File: config.mk
export PLATFORM = sky130hd
export DESIGN_NAME = p_div
export DESIGN_NICKNAME = d
export VERILOG_FILES = /design/src/rtl/p_div_pkg.sv /design/src/rtl/p_div_norm.sv /design/src/rtl/p_div.sv
export SDC_FILE = /design/constraint.sdc
export NUM_CORES = 1
export LEC_CHECK = 0
export CORE_MARGIN = 3
export CORE_UTILIZATION = 50
export CTS_CLUSTER_DIAMETER = 100
export DETAILED_ROUTE_END_ITERATION = 8
export GPL_TIMING_DRIVEN = 0
export PLACE_DENSITY = 0.75
export SETUP_SLACK_MARGIN = 0.3
export SYNTH_ARGS = -nofsm -noshare
export SYNTH_HDL_FRONTEND = slang
export SYNTH_SLANG_ARGS = --single-unit
File: constraint.sdc
create_clock -name clk -period 3.44 [get_ports clk]
set_clock_uncertainty 0.1 [all_clocks]
set_input_delay 0.516 -clock clk [delete_from_list [all_inputs] [get_ports clk]]
set_output_delay 0.516 -clock clk [all_outputs]
set_load 0.05 [all_outputs]
File: src/rtl/p_div_pkg.sv
// rtl/p_div_pkg.sv - shared perceptron types plus divider state and sizing helper
// Purpose: operand format description (dtype_t, dconf_t), the p_div FSM
//          state enum and a function deriving the divider's SHIFT and ITER.
// Ports:   none (package).
package p_div_pkg;

  typedef enum logic {INT, FXP} dtype_t;
  typedef enum logic {Disable, Enable} sign_t;

  // prec: total bit width, frac: fractional bits (0 for INT).
  typedef struct packed {
    dtype_t     dtype;
    sign_t      sign;
    logic [7:0] prec;
    logic [7:0] frac;
  } dconf_t;

  typedef enum logic [1:0] {IDLE, CALC, DONE} p_div_state_t;

  typedef struct packed {
    int shift;
    int iter;
  } div_dims_t;

  // shift: left alignment of the dividend so the quotient lands on O.frac
  // fractional bits. iter: number of quotient bits, one per cycle.
  function automatic div_dims_t p_div_dims(dconf_t i1, dconf_t i2, dconf_t o);
    div_dims_t d;
    d.shift = int'(o.frac) - int'(i1.frac) + int'(i2.frac);
    d.iter  = int'(i1.prec) + d.shift;
    return d;
  endfunction

endpackage

File: src/rtl/p_div_norm.sv
// rtl/p_div_norm.sv - sign application, saturation and flags for a divider quotient
// Purpose: turns an unsigned magnitude quotient into the output format.
// Ports:
//   q        in  ITER : magnitude quotient
//   r_nz     in  1    : remainder was nonzero
//   neg      in  1    : result is negative
//   dz       in  1    : divisor was zero
//   in1_neg  in  1    : dividend was negative (selects dz saturation side)
//   out      out PO   : formatted quotient
//   udf/ovf/rounded out 1 : result flags
module p_div_norm #(
  parameter int ITER  = 14,
  parameter int PO    = 8,
  parameter bit OSIGN = 1'b1
) (
  input  logic [ITER-1:0] q,
  input  logic            r_nz,
  input  logic            neg,
  input  logic            dz,
  input  logic            in1_neg,
  output logic [PO-1:0]   out,
  output logic            udf,
  output logic            ovf,
  output logic            rounded
);

  // One spare bit so the limits and the quotient compare without wrap.
  localparam int W = ((ITER > PO) ? ITER : PO) + 1;
  localparam logic [W-1:0]  ONE     = W'(1);
  localparam logic [W-1:0]  POS_LIM = (ONE << (PO - int'(OSIGN))) - ONE;
  localparam logic [W-1:0]  NEG_LIM = ONE << (PO - 1);
  localparam logic [PO-1:0] MAX_OUT = POS_LIM[PO-1:0];
  localparam logic [PO-1:0] MIN_OUT = NEG_LIM[PO-1:0];

  logic [W-1:0]  q_ext;
  logic [PO-1:0] q_lo;

  assign q_ext = W'(q);
  assign q_lo  = q_ext[PO-1:0];

  always_comb begin
    out     = '0;
    udf     = 1'b0;
    ovf     = 1'b0;
    rounded = 1'b0;
    if (dz) begin
      ovf = 1'b1;
      out = in1_neg ? MIN_OUT : MAX_OUT;
    end else begin
      rounded = r_nz;
      udf     = (q == '0) && r_nz;
      if (q_ext > (neg ? NEG_LIM : POS_LIM)) begin
        ovf = 1'b1;
        out = neg ? MIN_OUT : MAX_OUT;
      end else begin
        // Negating the limit magnitude 2^(PO-1) yields exactly MIN_OUT.
        out = neg ? -q_lo : q_lo;
      end
    end
  end

endmodule

File: src/rtl/p_div.sv
// rtl/p_div.sv - iterative restoring divider, one quotient bit per cycle
// Purpose: out = in1 / in2 for dconf_t-described operands, truncating toward 0.
// Ports:
//   clk, reset_ (async, active-low)
//   in_valid/in_ready       : operand handshake, in1 (I1.prec), in2 (I2.prec)
//   out_valid/out_ready     : result handshake, out (O.prec)
//   udf, ovf, rounded, dz   : result flags, held with out
module p_div
  import p_div_pkg::*;
#(
  parameter dconf_t I1_CONF = '{INT, Enable, 8'd8, 8'd0},
  parameter dconf_t I2_CONF = '{INT, Enable, 8'd8, 8'd0},
  parameter dconf_t O_CONF  = '{INT, Enable, 8'd8, 8'd0}
) (
  input  logic                          clk,
  input  logic                          reset_,
  input  logic                          in_valid,
  output logic                          in_ready,
  input  logic [int'(I1_CONF.prec)-1:0] in1,
  input  logic [int'(I2_CONF.prec)-1:0] in2,
  output logic                          out_valid,
  input  logic                          out_ready,
  output logic [int'(O_CONF.prec)-1:0]  out,
  output logic                          udf,
  output logic                          ovf,
  output logic                          rounded,
  output logic                          dz
);

  localparam int        P1    = int'(I1_CONF.prec);
  localparam int        P2    = int'(I2_CONF.prec);
  localparam int        PO    = int'(O_CONF.prec);
  localparam div_dims_t DIMS  = p_div_dims(I1_CONF, I2_CONF, O_CONF);
  localparam int        SHIFT = DIMS.shift;
  localparam int        ITER  = DIMS.iter;
  localparam int        CW    = $clog2(ITER + 1);
  localparam bit        S1    = (I1_CONF.sign == Enable);
  localparam bit        S2    = (I2_CONF.sign == Enable);
  localparam bit        OS    = (O_CONF.sign == Enable);

  if (SHIFT < 0) begin : g_chk_shift
    $error("p_div: O.frac - I1.frac + I2.frac must not be negative");
  end
  if (OS != (S1 || S2)) begin : g_chk_sign
    $error("p_div: O.sign must equal I1.sign || I2.sign");
  end

  p_div_state_t state, state_nxt;
  logic         accept, last;

  // num starts as the aligned dividend; quotient bits shift in from the LSB
  // as dividend bits leave at the MSB, so after ITER steps it holds q.
  logic [ITER-1:0] num, q_nxt;
  logic [P2-1:0]   rem, rem_nxt, dvs;
  logic [CW-1:0]   cnt;
  logic            neg, in1_neg, dz_r;

  logic            s1, s2, fits;
  logic [P1-1:0]   mag1;
  logic [P2-1:0]   mag2;
  logic [P2:0]     trial, diff;

  logic [PO-1:0]   n_out;
  logic            n_udf, n_ovf, n_rounded;

  assign s1   = S1 && in1[P1-1];
  assign s2   = S2 && in2[P2-1];
  assign mag1 = s1 ? -in1 : in1;
  assign mag2 = s2 ? -in2 : in2;

  // trial < 2*dvs always, so the borrow out of diff decides the subtract.
  assign trial   = {rem, num[ITER-1]};
  assign diff    = trial - {1'b0, dvs};
  assign fits    = ~diff[P2];
  assign rem_nxt = fits ? diff[P2-1:0] : trial[P2-1:0];
  assign q_nxt   = {num[ITER-2:0], fits};

  always_ff @(posedge clk or negedge reset_) begin
    if (!reset_) state <= IDLE;
    else         state <= state_nxt;
  end

  always_comb begin
    state_nxt = state;
    accept    = 1'b0;
    last      = 1'b0;
    in_ready  = 1'b0;
    out_valid = 1'b0;
    case (state)
      IDLE: begin
        in_ready = 1'b1;
        if (in_valid) begin
          accept    = 1'b1;
          state_nxt = CALC;
        end
      end
      CALC: begin
        if (cnt == CW'(1)) begin
          last      = 1'b1;
          state_nxt = DONE;
        end
      end
      DONE: begin
        out_valid = 1'b1;
        if (out_ready) state_nxt = IDLE;
      end
      default: state_nxt = IDLE;
    endcase
  end

  p_div_norm #(
    .ITER  (ITER),
    .PO    (PO),
    .OSIGN (OS)
  ) u_norm (
    .q       (q_nxt),
    .r_nz    (rem_nxt != '0),
    .neg     (neg),
    .dz      (dz_r),
    .in1_neg (in1_neg),
    .out     (n_out),
    .udf     (n_udf),
    .ovf     (n_ovf),
    .rounded (n_rounded)
  );

  always_ff @(posedge clk or negedge reset_) begin
    if (!reset_) begin
      num     <= '0;
      rem     <= '0;
      dvs     <= '0;
      cnt     <= '0;
      neg     <= 1'b0;
      in1_neg <= 1'b0;
      dz_r    <= 1'b0;
      out     <= '0;
      udf     <= 1'b0;
      ovf     <= 1'b0;
      rounded <= 1'b0;
      dz      <= 1'b0;
    end else begin
      if (accept) begin
        num     <= ITER'(mag1) << SHIFT;
        rem     <= '0;
        dvs     <= mag2;
        neg     <= s1 ^ s2;
        in1_neg <= s1;
        dz_r    <= (in2 == '0);
        // A zero divisor spends a single CALC cycle so its result is
        // registered through the same path as a normal quotient.
        cnt     <= (in2 == '0) ? CW'(1) : CW'(ITER);
      end else if (state == CALC) begin
        num <= q_nxt;
        rem <= rem_nxt;
        cnt <= cnt - CW'(1);
      end
      if (last) begin
        out     <= n_out;
        udf     <= n_udf;
        ovf     <= n_ovf;
        rounded <= n_rounded;
        dz      <= dz_r;
      end
    end
  end

endmodule

Word level (Yosys, flattened, before mapping)
Cells that the tools add are included.

Eq/ne operators: 6. $lt $le $gt $ge: 1. Add/sub/neg operators: 5. Bitwise logic cells: 2. Mux-type cells: 30. Reduce and logical (&&, ||, !) cells: 7.

Operator list (count): $mux W8 (13); $neg A8 Y8 (3); $logic_not A8 Y1 (2); $mux W4 (3); $mux W1 (10); $gt A8 B9 Y1 (1); $sub A9 B8 Y9 (1); $reduce_bool A8 Y1 (1); $mux W2 (3); $ne A2 B2 Y1 const B (3); $pmux W2 S3 (1); $eq A4 B1 Y1 const B (1); $sub A4 B1 Y4 const B (1); $reduce_and A3 Y1 (1); $eq A2 B1 Y1 const B (1); $eq A2 B2 Y1 const B (1); $logic_not A2 Y1 (1); $reduce_bool A2 Y1 (1); $logic_and A1 B1 Y1 (1); $not A1 Y1 (1); $xor A1 B1 Y1 (1).

Input bits: 20. Output and inout bits: 14. Word-level logic and storage cells: 64. Register bits: 45.

Depth between registers and ports, before layout
Word-level depth: 6. Depth in mapped cells: 17. Depth with buffers taken out: 14.

Modules after synthesis
From an unflattened synthesis, not the netlist that was laid out.

Cells, all modules: 367. Area total of the unflattened synthesis: 3306.9 um^2.

By module, submodules not included: p_div (seq. area each 1126.1 um^2, cells each 291, times used 1, area each 2760.1 um^2); p_div_norm (seq. area each 0.0 um^2, cells each 76, times used 1, area each 546.8 um^2).

Least setup slack after synthesis
Ideal clock, no wire load.

Kind: register to register. From: reg num[7]. To: reg out[2]. Path slack: -0.226 ns. Clock period less this slack: 3.666 ns. Buffers on the path: 3. Stages on the path, launching flop included: 18. Data required time: 3.203 ns. Setup time: 0.137 ns. Data arrival time: 3.429 ns. Path through: dfrtp_1 -> inv_1 -> ha_1 -> inv_1 -> fa_1 -> a211o_1 -> a211o_1 -> o221ai_2 -> buf_2 -> buf_2 -> ha_1 -> nor2_1 -> a2111oi_2 -> nor2_1 -> clkbuf_1 -> o22a_1 -> o21ai_0 -> a21oi_1.

Cells in the longest elaborated chain, start to end: 6. Elaborated cells on any way between the ends: 7. Classes of those cells: 2 x add/sub; 1 x order compare; 3 x mux; 1 x bitwise.

RTL lines: start: declaration (RTL line p_div.sv:53) `logic [ITER-1:0] num, q_nxt;`; start signal: assignment (RTL line p_div.sv:143) `num <= ITER'(mag1) << SHIFT;`; start signal: assignment (RTL line p_div.sv:153) `num <= q_nxt;`; $sub A9 B8 Y9 (*) (RTL line p_div.sv:73) `assign diff = trial - {1'b0, dvs};`; $not A1 Y1 (*) (RTL line p_div.sv:74) `assign fits = ~diff[P2];`; $neg A8 Y8 (RTL line p_div_norm.sv:57) `out = neg ? -q_lo : q_lo;`; $mux W8 (RTL line p_div_norm.sv:57); $mux W8 (*) (RTL line p_div_norm.sv:52) `if (q_ext > (neg ? NEG_LIM : POS_LIM)) begin`; $mux W8 (*) (RTL line p_div_norm.sv:46) `if (dz) begin`; end signal: assignment (RTL line p_div.sv:158) `out <= n_out;`; end: declaration (RTL line p_div.sv:23) `output logic [int'(O_CONF.prec)-1:0] out,`.

Mark *: on every way between the ends. The rest lies on a longest branch, timed or not. A chain may end at the register's enable or synchronous reset.

Worst setup path after layout
From: reg num[7]. To: reg out[1].

Same word-level chain as after synthesis.

==> reports/qor.yml <==
logic_synthesis:
  synth_edf_count: 0
  yosysSeqAreaShare_pct: 37.3
  synth_nets: 387
  synth_top_area_share_pct: 37.3
  synth-seq-cells: 45
  synth_ff_type: "dfrtp_1"
  netlist_area_um2: 3020
  synth_cell_type_count: 50
  netlist_top_cells_area: "dfrtp_1 (37%), ha_1 (8.3%), o21ai_0 (6.8%)"
  async_reset_ff_share_pct: 100
  synth_warnings: 0
  postSynthAreaPerCell_um2: 8.72
  synth.largest_area_cell: "dfrtp_1"
  netlist_instances: 346
cells_and_area:
  fillers: 461
  stdcell_area_um2: 3780
  areaGrowthSynthToFinish_pct: 25.3
  multi_input_area_um2: 1870
  layout_commonest_cell: "dfrtp_1"
  layout_common_cells: "dfrtp_1 (45), nand2_1 (40), o21ai_0 (35)"
  nets: 439
  regArea_um2: 1130
  diodes: 0
  drive_gt1_share_pct: 12.1
  final_cells: 470
grt:
  grt-ovfl-total: 0
  track_usage_pct: 21.6
  grt_pass1_wl_mm: 12.4
  antenna_found_initial: 0
  grt_pass1_vias: 2575
  grt_max_degree: 30
min_path:
  hold_path.class: "primary input to async pin"
worst_setup_path:
  cp_max_fo: 7
  critPathArrivalTime_ns: 3.56
  start_kind: "register"
  rrSetupSlack_ns: 0.01
  reg2reg_depth: 16
  worstPathRequired_ns: 3.57
  r2r_end: "out[1]"
  worstReg2RegStart: "num[7]"
  cp-end-kind: "register"
  critPathKind: "register to register"
sta:
  finalCritPeriodShare_pct: 99.7
  setup_viol_count_final: 0
  max-slew-margin-rel_pct: 49.3
  max_freq_mhz: 292
  tightest_slew_ns: 0.749
  holdWs_ns: 0.0491
  tns_ns: 0
  rsz0062_at_grt: "true"
  finalHoldViolCount: 0
  min_period_ns: 3.43
  slew_violations: 0
placement:
  placed_area_um2: 3470
  gp_congestion: 0.890
  hpwlAfterDp_mm: 5.43
  io_buffer_count: 31
  placed_cells: 450
flow_run:
  max-cap-violations: 0
clocking:
  root_buffer: "clkbuf_8"
  cts_tree: "built"
  htreeDepth: 2
  ctsHoldBuffers: 0
  cts_num_sinks: 45
  clkTransAtPathRegs_ns: 0.09
  clk_path_buf_depth: 2
  worst_skew_pair.late_latency_ns: 0.30
  cts_buffers: 5
die:
  die_x_um: 83.7
  initial_core_util_pct: 53.2
  ioPinCount: 34
  num_rows: 27
  die_area_um2: 7000
  core_area_um2: 5680
  die_h_um: 83.7
drt:
  highest_layer: "met4"
  viasPerCell: 5.89
  ant_nets: 0
  wl_per_cell_um: 15.9
  drc: 0
  drt-pass1-iter-count: 4
  wl_met3_um: 519
  met1_length_mm: 3.35
  vias: 2768
  wirelength_mm: 7.48
  first_iter_violations: 153
  wl_met2_mm: 3.49
status:
  status: "finished clean"
layer usage:
layer / track usage [%] / vias to the layer above
li1: - / 1341
met1: 29.8 / 1316
met2: 34.5 / 93
met3: 3.65 / 18
met4: 6.87 / 0
met5: 0 / -
worst max-delay path by stage:
stage,startpoint,end,slack (ns),cells after the start
final,num[7],out[1],0.01,16
after global placement,num[7],out[2],-0.30,17
after CTS,num[7],out[1],0.04,16
after detailed placement,num[7],out[2],-0.33,17
after floorplan,num[7],out[1],0.05,16
after global routing,num[7],out[3],-0.11,17
registers in the layout, summed over array words and instances (netlist names):
name,cells
ovf,1
in1_neg,1
rem,8
out,8
dz_r,1
dz,1
state,2
udf,1
rounded,1
cnt,4
neg,1
dvs,8
num,8
metrics by stage:
stage / utilization [%] / setup WS [ns]
2_1_floorplan: - / 0.0467
3_3_place_gp: 60.9 / -0.303
3_5_place_dp: 61.2 / -0.334
4_1_cts: 65.5 / 0.0435
5_1_grt: 66.6 / -0.110
6_report: 66.6 / 0.0119
critical path, stage by stage, from the launching register on:
cell	delay (ns)
dfrtp_1	0.41
inv_2	0.08
ha_4	0.13
inv_2	0.03
fa_2	0.36
a211o_4	0.38
a211oi_2	0.25
o221ai_2	0.14
buf_6	0.14
buf_8	0.11
ha_4	0.21
a22o_4	0.28
nor2_4	0.11
buf_8	0.13
o21ai_1	0.09
a221o_1	0.32
o21ai_1	0.07
cell type report:
cell class,instances,share of cell area [%]
Buffer,16,2.38
Clock buffer,5,1.82
Clock inverter,2,0.927
Inverter,18,1.79
Multi-Input combinational cell,267,49.5
Sequential cell,45,29.8
Tap cell,72,2.38
Timing Repair Buffer,45,11.4
cell families (layout without fill, tap and decap cells):
kind of cell	after synthesis	count (layout)	synth area share (%)
and+or+nand+nor	116	116	18.9
AOI/OAI and AO/OA	102	102	22.0
DFF	45	45	37.3
buffers and inverters	34	86	4.31
adders and majority gates	21	21	8.96
xor gates and xnor gates	19	19	5.52
muxes	9	9	3.03
cells in the mapped netlist, types with 11 or more instances:
| cell | instances |
|---|---|
| clkbuf_1 | 14 |
| nor2_1 | 22 |
| a21oi_1 | 14 |
| ha_1 | 20 |
| inv_1 | 18 |
| nand2_1 | 40 |
| nand3_1 | 12 |
| xnor2_1 | 11 |
| dfrtp_1 | 45 |
| o21ai_0 | 41 |
timing repair:
| action | CTS | global route |
|---|---|---|
| resized for setup | 15 | 9 |
| endpoints found under the hold margin | 0 | 0 |
| pin swaps | 12 | 9 |
| endpoints found under the setup margin | 9 | 9 |
| buffers inserted | 10 | 3 |
Power is left out: the tool's default activity adds up to more than one toggle a clock period on the data nets, which glitch-free logic cannot reach.
